[src/rtl/quad_decoder_if.sv]
// Steering quadrature decoder bus: raw {B,A} input and clear strobes in,
// position count, step pulse, direction and sticky error out.
interface quad_decoder_if #(
    parameter int POS_WIDTH = 8
);
    logic [1:0]           quad_in;
    logic                 clr;
    logic                 err_clr;
    logic [POS_WIDTH-1:0] position;
    logic                 step;
    logic                 dir;
    logic                 err;

    modport master (
        output quad_in, clr, err_clr,
        input  position, step, dir, err
    );

    modport slave (
        input  quad_in, clr, err_clr,
        output position, step, dir, err
    );
endinterface

[src/rtl/quad_decoder.sv]
// Quadrature decoder: synchronise and glitch-filter {B,A}, decode Gray-order
// transitions into a wrapping position count with step/dir and a sticky error.
//
// state   | meaning
// --------+-----------------------------------------------------------------
// ST_INIT | nothing accepted since reset; next acceptance is loaded silently
// ST_RUN  | accepted state valid; acceptances decode into step/err
module quad_decoder #(
    parameter int SYNC_STAGES = 2,
    parameter int FILTER_LEN  = 3,
    parameter int POS_WIDTH   = 8
) (
    input  logic          CLK,
    input  logic          RESET_N,
    quad_decoder_if.slave bus
);

    localparam int              CNT_W    = (FILTER_LEN > 1) ? $clog2(FILTER_LEN) : 1;
    localparam logic [CNT_W-1:0] CNT_LAST = CNT_W'(FILTER_LEN - 1);

    typedef enum logic {
        ST_INIT = 1'b0,
        ST_RUN  = 1'b1
    } state_t;

    state_t               r_state;
    state_t               w_state_nxt;

    logic [1:0]           r_sync [SYNC_STAGES];
    logic [SYNC_STAGES:0] r_vld;
    logic [1:0]           r_cand;
    logic [1:0]           r_acc;
    logic [CNT_W-1:0]     r_cnt;
    logic [POS_WIDTH-1:0] r_pos;
    logic                 r_step;
    logic                 r_dir;
    logic                 r_err;

    logic [1:0]           w_sync;
    logic [1:0]           w_delta;
    logic [CNT_W-1:0]     w_cnt_inc;
    logic                 w_vld;
    logic                 w_reload;
    logic                 w_pending;
    logic                 w_hit;
    logic                 w_accept;
    logic [POS_WIDTH-1:0] w_pos_nxt;
    logic                 w_step_nxt;
    logic                 w_dir_nxt;
    logic                 w_err_nxt;

    function automatic logic [1:0] gray_idx(input logic [1:0] p);
        return {p[1], p[1] ^ p[0]};
    endfunction

    // r_vld marks which sync stages hold real samples rather than reset values
    always_ff @(posedge CLK or negedge RESET_N) begin
        if (!RESET_N) begin
            for (int i = 0; i < SYNC_STAGES; i++) begin
                r_sync[i] <= 2'b00;
            end
            r_vld <= '0;
        end else begin
            r_sync[0] <= bus.quad_in;
            for (int i = 1; i < SYNC_STAGES; i++) begin
                r_sync[i] <= r_sync[i-1];
            end
            r_vld <= {r_vld[SYNC_STAGES-1:0], 1'b1};
        end
    end

    assign w_sync    = r_sync[SYNC_STAGES-1];
    assign w_vld     = r_vld[SYNC_STAGES-1];
    assign w_cnt_inc = r_cnt + CNT_W'(1);

    // The first real sample after reset counts as a fresh candidate
    assign w_reload  = (w_sync != r_cand) || !r_vld[SYNC_STAGES];
    assign w_pending = (w_sync != r_acc) || (r_state == ST_INIT);
    assign w_hit     = w_reload ? (FILTER_LEN == 1) : (w_cnt_inc == CNT_LAST);
    assign w_accept  = w_vld && w_pending && w_hit;
    assign w_delta   = gray_idx(w_sync) - gray_idx(r_acc);

    always_ff @(posedge CLK or negedge RESET_N) begin
        if (!RESET_N) begin
            r_cand <= 2'b00;
            r_cnt  <= '0;
            r_acc  <= 2'b00;
        end else begin
            if (w_reload) begin
                r_cand <= w_sync;
                r_cnt  <= '0;
            end else if (w_pending) begin
                r_cnt  <= w_cnt_inc;
            end else begin
                r_cnt  <= '0;
            end
            if (w_accept) begin
                r_acc <= w_sync;
            end
        end
    end

    always_ff @(posedge CLK or negedge RESET_N) begin
        if (!RESET_N) begin
            r_state <= ST_INIT;
            r_pos   <= '0;
            r_step  <= 1'b0;
            r_dir   <= 1'b0;
            r_err   <= 1'b0;
        end else begin
            r_state <= w_state_nxt;
            r_pos   <= w_pos_nxt;
            r_step  <= w_step_nxt;
            r_dir   <= w_dir_nxt;
            r_err   <= w_err_nxt;
        end
    end

    // Gray index delta: +1 is the forward (left) order, -1 reverse (right), 2 illegal
    always_comb begin
        w_state_nxt = r_state;
        w_pos_nxt   = r_pos;
        w_step_nxt  = 1'b0;
        w_dir_nxt   = r_dir;
        w_err_nxt   = r_err & ~bus.err_clr;
        case (r_state)
            ST_INIT: begin
                if (w_accept) begin
                    w_state_nxt = ST_RUN;
                end
            end
            ST_RUN: begin
                if (w_accept) begin
                    case (w_delta)
                        2'd1: begin
                            w_pos_nxt  = r_pos - POS_WIDTH'(1);
                            w_dir_nxt  = 1'b0;
                            w_step_nxt = 1'b1;
                        end
                        2'd3: begin
                            w_pos_nxt  = r_pos + POS_WIDTH'(1);
                            w_dir_nxt  = 1'b1;
                            w_step_nxt = 1'b1;
                        end
                        2'd2: begin
                            w_err_nxt  = 1'b1;
                        end
                        default: ;
                    endcase
                end
            end
            default: w_state_nxt = ST_INIT;
        endcase
        if (bus.clr) begin
            w_pos_nxt = '0;
        end
    end

    assign bus.position = r_pos;
    assign bus.step     = r_step;
    assign bus.dir      = r_dir;
    assign bus.err      = r_err;

endmodule

[src/flat_wrapper.sv]
// flat-port wrapper written by rule: the top's interface ports become plain ports
module quad_decoder_flat 
#(
    parameter int SYNC_STAGES = 2,
    parameter int FILTER_LEN  = 3,
    parameter int POS_WIDTH   = 8
)
  (CLK, RESET_N, bus_quad_in, bus_clr, bus_err_clr, bus_position, bus_step, bus_dir, bus_err);
  quad_decoder_if #(.POS_WIDTH(POS_WIDTH)) bus_i ();
  input  logic CLK;
  input  logic RESET_N;
  input wire logic [$bits(bus_i.quad_in)-1:0] bus_quad_in;
  input wire logic [$bits(bus_i.clr)-1:0] bus_clr;
  input wire logic [$bits(bus_i.err_clr)-1:0] bus_err_clr;
  output wire logic [$bits(bus_i.position)-1:0] bus_position;
  output wire logic [$bits(bus_i.step)-1:0] bus_step;
  output wire logic [$bits(bus_i.dir)-1:0] bus_dir;
  output wire logic [$bits(bus_i.err)-1:0] bus_err;
  assign bus_i.quad_in = bus_quad_in;
  assign bus_i.clr = bus_clr;
  assign bus_i.err_clr = bus_err_clr;
  assign bus_position = bus_i.position;
  assign bus_step = bus_i.step;
  assign bus_dir = bus_i.dir;
  assign bus_err = bus_i.err;
  quad_decoder #(.SYNC_STAGES(SYNC_STAGES), .FILTER_LEN(FILTER_LEN), .POS_WIDTH(POS_WIDTH)) u_core (.CLK(CLK), .RESET_N(RESET_N), .bus(bus_i));
endmodule
[config.mk]
export PLATFORM = sky130hd
export DESIGN_NAME = quad_decoder_flat
export DESIGN_NICKNAME = d
export VERILOG_FILES = /design/src/rtl/quad_decoder_if.sv /design/src/rtl/quad_decoder.sv /design/src/flat_wrapper.sv
export SDC_FILE = /design/constraint.sdc
export NUM_CORES = 1
export LEC_CHECK = 0
export CAP_MARGIN = 20
export CORE_ASPECT_RATIO = 1.4
export CORE_MARGIN = 8
export CORE_UTILIZATION = 55
export CTS_CLUSTER_SIZE = 20
export DETAILED_ROUTE_END_ITERATION = 8
export PLACE_DENSITY = 0.79
export SKIP_LAST_GASP = 1
export SLEW_MARGIN = 20
export SYNTH_ARGS = -nofsm -noshare
export SYNTH_HDL_FRONTEND = slang
export SYNTH_SLANG_ARGS = --single-unit
export TNS_END_PERCENT = 20
[constraint.sdc]
create_clock -name CLK -period 5.3 [get_ports CLK]
set_clock_uncertainty 0.2 [all_clocks]
set_input_delay 0.53 -clock CLK [delete_from_list [all_inputs] [get_ports CLK]]
set_output_delay 0.53 -clock CLK [all_outputs]
set_load 0.005 [all_outputs]
==> results of run 1 <==
[stage by stage]
stage                     power [µW]  instance area (µm²)  cells  util, %  hold slack [ps]
after CTS                        448                 1550    164     64.6              168
after global routing             472                 1550    165     64.8              180
after global placement           344                 1510    160     63.3              133
after detailed placement         351                 1510    160     63.3              135
final                            442                 1550    165     64.8              166
after floorplan                  322                 1380    116        -             34.4
[cell usage after synthesis (2+ instances only)]
master    instances  area share (%)
dfrtp_1          25              45
nor2_1           14             3.8
ha_1              8             7.3
xnor2_1           6             3.8
mux2i_1           4             2.9
xor2_1            4             2.5
a21oi_1           3             1.1
buf_6             3             2.4
inv_1             3            0.82
mux2_2            3             2.4
o21a_1            3             1.6
nand2_1           2            0.54
nand3_2           2             1.5
nor2b_1           2            0.91
o211ai_1          2             1.1
o21ai_0           2            0.73
or2_2             2            0.91
[per-layer routing]
metal | vias to the layer above | share of wire (%)
met3 | 5 | 2.4
li1 | 435 | -
met2 | 12 | 53
met5 | - | 0
met4 | 0 | 2.5
met1 | 458 | 42
[area by class of cell]
cell class | count | area, µm²
flip-flops and latches | 25 | 626
clock inverters | 1 | 8.76
repair buffers | 17 | 165
well taps | 34 | 42.5
multi-input cells | 81 | 666
fillers | 196 | 841
clock buffers | 3 | 22.5
inverters | 4 | 20.0
[where the power goes]
group	switching, µW	total (µW)	internal [µW]
registers	10.2	210	200
clock network	63.3	94.2	30.9
logic	72.5	137	64.9
total	146	442	296
[flip-flops by register name, summed over array words and instances (netlist names)]
signal and count:
u_core.r_sync 2, u_core.bus.dir 1, u_core.r_acc 2, u_core.r_state 1, u_core.r_cnt 2, u_core.w_sync 2
u_core.r_vld 3, u_core.bus.err 1, u_core.bus.position 8, u_core.bus.step 1, u_core.r_cand 2
[path summary, 6_finish.rpt]
| kind | slack, ps | startpoint | endpoint |
|---|---|---|---|
| max in group asynchronous | 4050 | RESET_N | u_core.r_state |
| worst max register to register | 2260 | u_core.w_sync[1] | u_core.bus.position[7] |
| worst min-delay path | 170 | u_core.r_vld[0] | u_core.r_vld[1] |
| min in group asynchronous | 490 | RESET_N | u_core.bus.position[4] |
| worst max-delay path | 2260 | u_core.w_sync[1] | u_core.bus.position[7] |
| worst min register to register | 170 | u_core.r_vld[0] | u_core.r_vld[1] |
[logic make-up after synthesis]
logic type | after synthesis
simple gates | 33
flops | 25
compound gates | 19
xor+xnor | 12
buf+inv | 10
fa+ha+maj | 9
mux | 7
other cells | 1
[worst register-to-register path, cell delays in order, from the launching register on]
cell      delay (ps)
dfrtp_1          550
xnor2_1          170
ha_1             210
xnor3_1          210
or2_4            290
ha_1             370
o211ai_1         140
o211a_1          250
or2_2            300
o221a_2          240
nand3_2           60
==> impl_metrics.py, run 1 <==
metrics = {
    "status": {
        "outcome": "finished, final reports clean",
    },
    "worst_setup_path": {
        "worst-path-stages": 10,
        "critPathTopFamily": "simple AND/OR/NAND/NOR gates",
        "crit_chain": "xnor2_1 -> ha_1 -> xnor3_1 -> or2_4 -> ha_1 -> o211ai_1 -> o211a_1 -> or2_2 -> o221a_2 -> nand3_2",
        "worstPathArrival_ps": 3140,
        "endpoint_kind": "register",
        "required_ps": 5390,
        "start_kind": "register",
        "critPathMostFrequentCell": "ha_1",
        "path_class": "reg -> reg",
        "cpMaxStageDelayCell": "dfrtp_1",
        "cp_max_fo": 9,
        "r2r_cells": 10,
        "crit_path_max_incr_delay_ps": 550,
        "cp.buffers_inverters": 0,
    },
    "synth": {
        "synth-simple-area-share_pct": 13.8,
        "yosysUniqueCellTypes": 45,
        "yosys.area_share.xor_xnor_pct": 9.16,
        "async_flop_share_pct": 100,
        "synth_compound_area_share_pct": 11.0,
        "syn_inst": 116,
        "avgSynthCellArea_um2": 11.9,
        "muxShareOfSynthArea_pct": 5.35,
        "yosysWarningCount": 0,
        "synthAdderAreaFrac_pct": 8.70,
        "synth_top_family_by_area": "simple AND/OR/NAND/NOR gates",
        "synth_edf_count": 0,
        "yosysSeqAreaShare_pct": 45.3,
        "syn_area_mm2": 0.00138,
        "synth_ff_type": "dfrtp_1",
        "synth-seq-cells": 25,
        "syn_nets": 131,
    },
    "cts": {
        "root_buffer": "clkbuf_4",
        "cts_resized": 0,
        "post_cts_buffers": 0,
        "cts_inserted_buffers": 3,
        "cts.sinks": 25,
        "cts_tree": "yes",
        "cts-htree-levels": 1,
        "cts_hold_buf": 0,
        "path_clk_slew_ps": 150,
        "cts_max_path_buffers": 2,
        "clk_latency_ps": 340,
    },
    "grt": {
        "antenna_found_initial": 0,
        "use_met2_pct": 23.0,
        "grt_start_max_net_pins": 26,
        "grt_use_total_pct": 13.3,
        "grt_use_met1_pct": 14.7,
        "grt_pass1_wl_mm": 4.42,
        "use_met3_pct": 2.39,
        "grt_pass1_vias": 960,
        "grt-ovfl-total": 0,
        "top_usage_layer": "met2",
    },
    "sta": {
        "min_period_over_period_pct": 57.4,
        "setup_ws_ps": 2260,
        "finalSetupTns_ps": 0,
        "slew_violations": 0,
        "period_minus_slack_ps": 3040,
        "fmax_mhz": 328,
        "hold_violations": 0,
        "finalSetupViolCount": 0,
        "relSlewSlack_pct": 63.2,
        "tightest_slew_ps": 552,
        "rsz0062_at_grt": "no",
    },
    "route": {
        "drc_errors": 0,
        "ant_nets": 0,
        "vias": 910,
        "drt_iter0_markers": 13,
        "firstDrtPassIters": 4,
        "routedWlPerCell_um": 15.1,
        "routed_via_density": 5.52,
        "wl_mm": 2.50,
    },
    "worst_hold_path": {
        "hold_path_depth": 0,
        "hp-class": "reg -> reg",
    },
    "power_and_ir_drop": {
        "power_density_mw_per_mm2": 285,
        "ir_worst_vdd_uv": 158,
        "leakage_uw": 0.000685,
    },
    "place": {
        "dpl.hpwl_mm": 1.84,
        "io_buffers": 16,
        "preCtsSetupSlack_ps": 2310,
        "place_congestion": 0.851,
    },
    "cells_and_area": {
        "finalNetCount": 147,
        "area_delta_synth_final_pct": 12.3,
        "final_common_cell": "dfrtp_1",
        "antenna_cells": 0,
        "layout-drive-gt1-share_pct": 16.0,
        "mostFrequentLayoutCells": "25 x dfrtp_1, 15 x clkdlybuf4s50_1, 14 x nor2_1, 8 x ha_1, 6 x xnor2_1",
    },
    "flow_run": {
        "cap_violations": 0,
    },
    "floorplanning": {
        "dieWidth_um": 58.3,
        "coreArea_mm2": 0.00239,
        "io_pins": 17,
        "die_h_um": 75.3,
        "start_util_pct": 57.7,
        "rows": 21,
        "die_area_mm2": 0.00439,
    },
}
Power figures use the tool's default switching activity.
==> run 2: changes to the inputs <==
--- a/config.mk
+++ b/config.mk
@@ -8,10 +8,10 @@
 export CAP_MARGIN = 20
 export CORE_ASPECT_RATIO = 1.4
 export CORE_MARGIN = 8
-export CORE_UTILIZATION = 55
+export CORE_UTILIZATION = 49
 export CTS_CLUSTER_SIZE = 20
 export DETAILED_ROUTE_END_ITERATION = 8
-export PLACE_DENSITY = 0.79
+export PLACE_DENSITY = 0.74
 export SKIP_LAST_GASP = 1
 export SLEW_MARGIN = 20
 export SYNTH_ARGS = -nofsm -noshare
==> constraint.sdc (replaced) <==
create_clock -name CLK -period 2.7 [get_ports CLK]
set_clock_uncertainty 0.2 [all_clocks]
set_input_delay 0.27 -clock CLK [delete_from_list [all_inputs] [get_ports CLK]]
set_output_delay 0.27 -clock CLK [all_outputs]
set_load 0.005 [all_outputs]
==> run 2 against run 1 <==
  * The flow now finishes with violations (setup timing)
  * Core utilization fell by 2.5 points
  * Setup slack got worse by 2400 ps
  * Critical path depth did not move
  * Maximum frequency rose by 8.3%
  * Non-clock buffer count rose by 10
  * Final cell count rose by 7.9%
  * Power rose by 120%
  * Sequential power rose by 93%
  * Count of clock-buffer cells in the layout did not move
  * Final area rose by 11%
  * Critical path type unchanged
  * Largest cell class unchanged
==> impl_metrics.py, run 2 (synthesis gave the netlist of run 1 again) <==
metrics = {
    "status": {
        "outcome": "finished with violations",
        "violations": "setup timing",
    },
    "grt": {
        "grt-ovfl-total": 0,
        "grt_use_total_pct": 11.2,
        "grt_pass1_vias": 986,
        "grt_start_max_net_pins": 26,
        "grt_pass1_wl_mm": 4.26,
        "antenna_found_initial": 0,
    },
    "route": {
        "met3_length_um": 83,
        "wl_mm": 2.41,
        "drc_errors": 0,
        "firstDrtPassIters": 4,
        "top_layer_used": "met4",
        "drt_iter0_markers": 8,
        "routedWlPerCell_um": 13.6,
        "drt-met1-wl_mm": 1.01,
        "ant_nets": 0,
        "routed_via_density": 5.11,
        "vias": 909,
        "wl_met2_mm": 1.30,
    },
    "cts": {
        "cts_tree": "yes",
        "root_buffer": "clkbuf_8",
        "cts_inserted_buffers": 3,
        "path_clk_slew_ps": 90,
        "cts.sinks": 25,
        "clk_latency_ps": 260,
        "cts_hold_buf": 0,
        "cts_max_path_buffers": 2,
        "cts-htree-levels": 1,
    },
    "sta": {
        "slew_violations": 0,
        "setup_ws_ps": -112,
        "hold_violations": 0,
        "min_period_over_period_pct": 104,
        "rsz0062_at_grt": "yes",
        "fmax_mhz": 356,
        "hold_slack_ps": 154,
        "finalSetupViolCount": 3,
        "period_minus_slack_ps": 2810,
    },
    "place": {
        "dp.cells": 173,
        "io_buffers": 16,
        "preCtsSetupSlack_ps": -102,
        "place_congestion": 0.920,
        "placed_area_mm2": 0.00166,
        "dpl.hpwl_mm": 1.87,
    },
    "worst_setup_path": {
        "cp_max_fo": 8,
        "endpoint_kind": "register",
        "startpoint": "u_core.w_sync[1]",
        "r2r_cells": 10,
        "start_kind": "register",
        "worstPathArrival_ps": 2750,
        "worstSetupEndpoint": "u_core.bus.position[6]",
        "r2r-end": "u_core.bus.position[6]",
        "reg2reg_setup_slack_ps": -110,
        "path_class": "reg -> reg",
        "rr_startpoint": "u_core.w_sync[1]",
        "required_ps": 2640,
    },
    "power_and_ir_drop": {
        "switchingPower_uw": 300,
        "p_seq_share_pct": 40.9,
        "p_total_uw": 992,
        "ir_worst_vdd_uv": 548,
        "switching_share_pct": 30.2,
        "pwr-share-clk_pct": 22.2,
        "comb_power_share_pct": 36.9,
        "power_density_mw_per_mm2": 576,
        "leakage_uw": 0.000743,
        "p_int_uw": 692,
    },
    "cells_and_area": {
        "fin_area_mm2": 0.00172,
        "layout-drive-gt1-share_pct": 27.0,
        "antenna_cells": 0,
        "largest_reg_flops": 8,
        "finalNetCount": 157,
        "area_delta_synth_final_pct": 24.8,
        "instances_no_fill": 178,
        "final_common_cell": "dfrtp_1",
        "mostFrequentLayoutCells": "25 x dfrtp_1, 16 x clkdlybuf4s50_1, 13 x nor2_1, 11 x buf_4, 5 x xnor2_1",
    },
    "floorplanning": {
        "dieWidth_um": 60.9,
        "start_util_pct": 50.0,
        "rows": 23,
        "coreArea_mm2": 0.00276,
        "io_pins": 17,
        "die_area_mm2": 0.00479,
        "die_h_um": 78.8,
    },
    "flow_run": {
        "cap_violations": 0,
    },
    "worst_hold_path": {
        "hp-class": "reg -> reg",
    },
}
==> run 2: changes by cell type in the layout (fill, tap and decap cells not counted), sizes merged <==
cell	previous run	this run
buf	1	11
clkdlybuf4s50	15	16
clkinvlp	0	1
dlygate4sd3	1	0
inv	4	3
==> run 2: repair_timing <==
item / CTS / global route
gates resized for setup: 0 / 1
endpoints found under the setup margin: 3 / 3
hold endpoints to repair: 0 / 0
buffers inserted: 0 / 1
pin swaps: 1 / 7
==> run 2: cell type report <==
type | count | area [µm²]
Fill cell | 252 | 1040
Multi-Input combinational cell | 81 | 739
Sequential cell | 25 | 626
Timing Repair Buffer | 27 | 243
Tap cell | 37 | 46.3
Clock buffer | 3 | 41.3
Inverter | 4 | 20.0
Clock inverter | 1 | 7.51
==> run 2: how the worst min path moves through the flow <==
stage	from	to	slack [ps]	cells after the start
2_1_floorplan	RESET_N	u_core.bus.dir	-230	0
3_3_place_gp	u_core.r_sync[3]	u_core.w_sync[1]	130	0
3_5_place_dp	u_core.r_vld[0]	u_core.r_vld[1]	130	0
4_1_cts	RESET_N	u_core.r_cand[1]	160	2
5_1_grt	u_core.r_vld[0]	u_core.r_vld[1]	170	0
6_report	u_core.r_vld[0]	u_core.r_vld[1]	150	0
==> run 2: metrics by stage <==
stage	utilization (%)	setup TNS [ps]
2_1_floorplan	-	-41.2
3_3_place_gp	60.2	-70.1
3_5_place_dp	60.2	-188
4_1_cts	62.0	-212
5_1_grt	62.4	-749
6_report	62.4	-246
==> run 2: critical path: stages, from the launching register on <==
cell	delay, ps
dfrtp_1	420
xnor2_2	170
ha_2	200
xnor3_1	200
or2_4	340
ha_4	240
nor2b_1	130
o31a_1	250
o21a_1	190
o211ai_1	200
o311ai_1	130
==> run 2: power groups by stage <==
stage / Clock (µW) / Combinational (µW) / Sequential (µW)
after floorplan: 0 / 252 / 414
after global routing: 240 / 407 / 409
after detailed placement: 0 / 355 / 413
final: 220 / 366 / 406
after CTS: 231 / 357 / 406
after global placement: 0 / 337 / 413
==> run 2: per-layer routing <==
layer | vias up | GRT usage [%]
li1 | 447 | -
met1 | 449 | 12.8
met2 | 11 | 19.4
met3 | 2 | 3.23
met4 | 0 | 3.04
met5 | - | 0
==> run 3: changes to the inputs <==
--- a/config.mk
+++ b/config.mk
@@ -8,10 +8,11 @@
 export CAP_MARGIN = 20
 export CORE_ASPECT_RATIO = 1.4
 export CORE_MARGIN = 8
-export CORE_UTILIZATION = 49
+export CORE_UTILIZATION = 51
+export CTS_BUF_LIST = sky130_fd_sc_hd__clkbuf_2
 export CTS_CLUSTER_SIZE = 20
 export DETAILED_ROUTE_END_ITERATION = 8
-export PLACE_DENSITY = 0.74
+export PLACE_DENSITY = 0.77
 export SKIP_LAST_GASP = 1
 export SLEW_MARGIN = 20
 export SYNTH_ARGS = -nofsm -noshare
==> run 3 against run 2 <==
  * The flow still finishes with violations (setup timing)
  * Wire length rose by 9.0%
  * Global-route usage rose by 1.6 points
  * Final cell count rose by 0.56%
  * Via count rose by 3.3%
  * Setup slack improved by 6.0 ps
  * Core utilization rose by 3.7 points
  * Power fell by 4.9%
  * Sequential share of layout area rose by 0.27 points
  * Hold slack got worse by 110 ps
  * Critical path depth did not move
  * Largest cell class unchanged
==> impl_metrics.py, run 3 (synthesis gave the netlist of run 1 again) <==
metrics = {
    "route": {
        "drc_errors": 0,
        "firstDrtPassIters": 4,
        "routed_via_density": 5.25,
        "routedWlPerCell_um": 14.7,
        "wl_mm": 2.63,
        "vias": 939,
        "ant_nets": 0,
        "drt_iter0_markers": 20,
    },
    "cts": {
        "cts_hold_buf": 0,
        "cts_tree": "yes",
        "cts_max_path_buffers": 2,
        "path_clk_slew_ps": 220,
        "clk_latency_ps": 340,
        "cts.sinks": 25,
        "root_buffer": "clkbuf_2",
        "cts_inserted_buffers": 3,
        "cts-htree-levels": 1,
    },
    "cells_and_area": {
        "antenna_cells": 0,
        "largest_reg_flops": 8,
        "fin_area_mm2": 0.00171,
        "mostFrequentLayoutCells": "25 x dfrtp_1, 16 x clkdlybuf4s50_1, 14 x nor2_1, 13 x buf_4, 5 x xnor2_1",
        "area_delta_synth_final_pct": 23.9,
        "final_common_cell": "dfrtp_1",
        "layout-drive-gt1-share_pct": 28.0,
        "finalNetCount": 159,
        "fin_util_pct": 66.1,
    },
    "worst_hold_path": {
        "hp-class": "in -> async",
    },
    "grt": {
        "grt-ovfl-total": 0,
        "top_usage_layer": "met2",
        "grt_start_max_net_pins": 26,
        "antenna_found_initial": 0,
        "use_met3_pct": 1.98,
        "grt_use_total_pct": 12.8,
        "grt_pass1_vias": 1079,
        "use_met2_pct": 24.3,
        "grt_pass1_wl_mm": 4.64,
        "grt_use_met1_pct": 12.8,
    },
    "flow_run": {
        "cap_violations": 0,
    },
    "sta": {
        "rsz0062_at_grt": "yes",
        "hold_violations": 0,
        "setup_ws_ps": -106,
        "finalSetupTns_ps": -231,
        "fmax_mhz": 356,
        "finalSetupViolCount": 3,
        "min_period_over_period_pct": 104,
        "period_minus_slack_ps": 2810,
        "slew_violations": 0,
    },
    "floorplanning": {
        "dieWidth_um": 60.0,
        "start_util_pct": 53.3,
        "die_h_um": 77.6,
        "die_area_mm2": 0.00465,
        "rows": 22,
        "io_pins": 17,
        "coreArea_mm2": 0.00259,
    },
    "worst_setup_path": {
        "cp_max_fo": 8,
        "endpoint_kind": "register",
        "worstPathArrival_ps": 2910,
        "r2r_cells": 10,
        "path_class": "reg -> reg",
        "start_kind": "register",
        "required_ps": 2810,
    },
    "place": {
        "io_buffers": 16,
        "preCtsSetupSlack_ps": -142,
        "place_congestion": 0.769,
        "placed_area_mm2": 0.00167,
        "dpl.hpwl_mm": 2.04,
    },
    "status": {
        "violations": "setup timing",
        "outcome": "finished with violations",
    },
    "power_and_ir_drop": {
        "power_density_mw_per_mm2": 551,
        "p_total_uw": 943,
        "leakage_uw": 0.000750,
        "ir_worst_vdd_uv": 390,
    },
}
==> run 3: cell types whose count changed in the layout (fill, tap and decap cells not counted), sizes merged <==
cell | before | now
buf | 11 | 13
clkbuf | 3 | 4
clkinvlp | 1 | 0
==> run 3: repair_timing <==
action                     4_1_cts  5_1_grt
pin swaps                        6        0
setup endpoints to repair        3        5
resized for setup                1        0
setup buffers                    1        1
==> run 3: layout make-up <==
cell class                      instances  area (µm²)
Fill cell                             231         877
Multi-Input combinational cell         81         742
Sequential cell                        25         626
Timing Repair Buffer                   29         258
Tap cell                               36        45.0
Clock buffer                            4        20.0
Inverter                                4        20.0
==> run 3: metrics by stage <==
step,hold WS (ps),cells
2_1_floorplan,-226,116
3_3_place_gp,133,173
3_5_place_dp,148,173
4_1_cts,35.8,178
5_1_grt,31.2,179
6_report,42.8,179
==> run 3: metal layers <==
layer	part of all wire, %	wire length, µm	vias to the layer above
met3	2.6	68	5
met1	39	1020	465
met5	0	0	-
met2	56	1480	16
li1	-	-	453
met4	2.0	53	0
==> run 3: critical path, stage by stage, from the launching register on <==
cell	delay, ps
dfrtp_1	450
buf_4	140
buf_4	140
xnor3_1	350
or2_4	320
ha_4	300
o211ai_1	100
o211a_1	250
or2_4	240
o221a_4	210
nand3_2	60
==> run 3: path summary, 6_finish.rpt <==
kind	from	endpoint	slack, ps
worst max-delay path	u_core.r_acc[1]	u_core.bus.position[7]	-110
worst min-delay path	RESET_N	u_core.bus.position[6]	40
worst max register to register	u_core.r_acc[1]	u_core.bus.position[7]	-110
worst min register to register	u_core.r_sync[3]	u_core.w_sync[1]	190
max in group asynchronous	RESET_N	u_core.r_acc[0]	2010
min in group CLK	bus_quad_in[0]	u_core.r_sync[2]	150
==> run 3: power breakdown <==
part           total, µW  internal, µW  switching [µW]  leakage (µW)
sequential           407           393            13.5      0.000326
clock                144          39.2             105     0.0000166
combinational        392           211             181      0.000408
total                943           643             299      0.000750
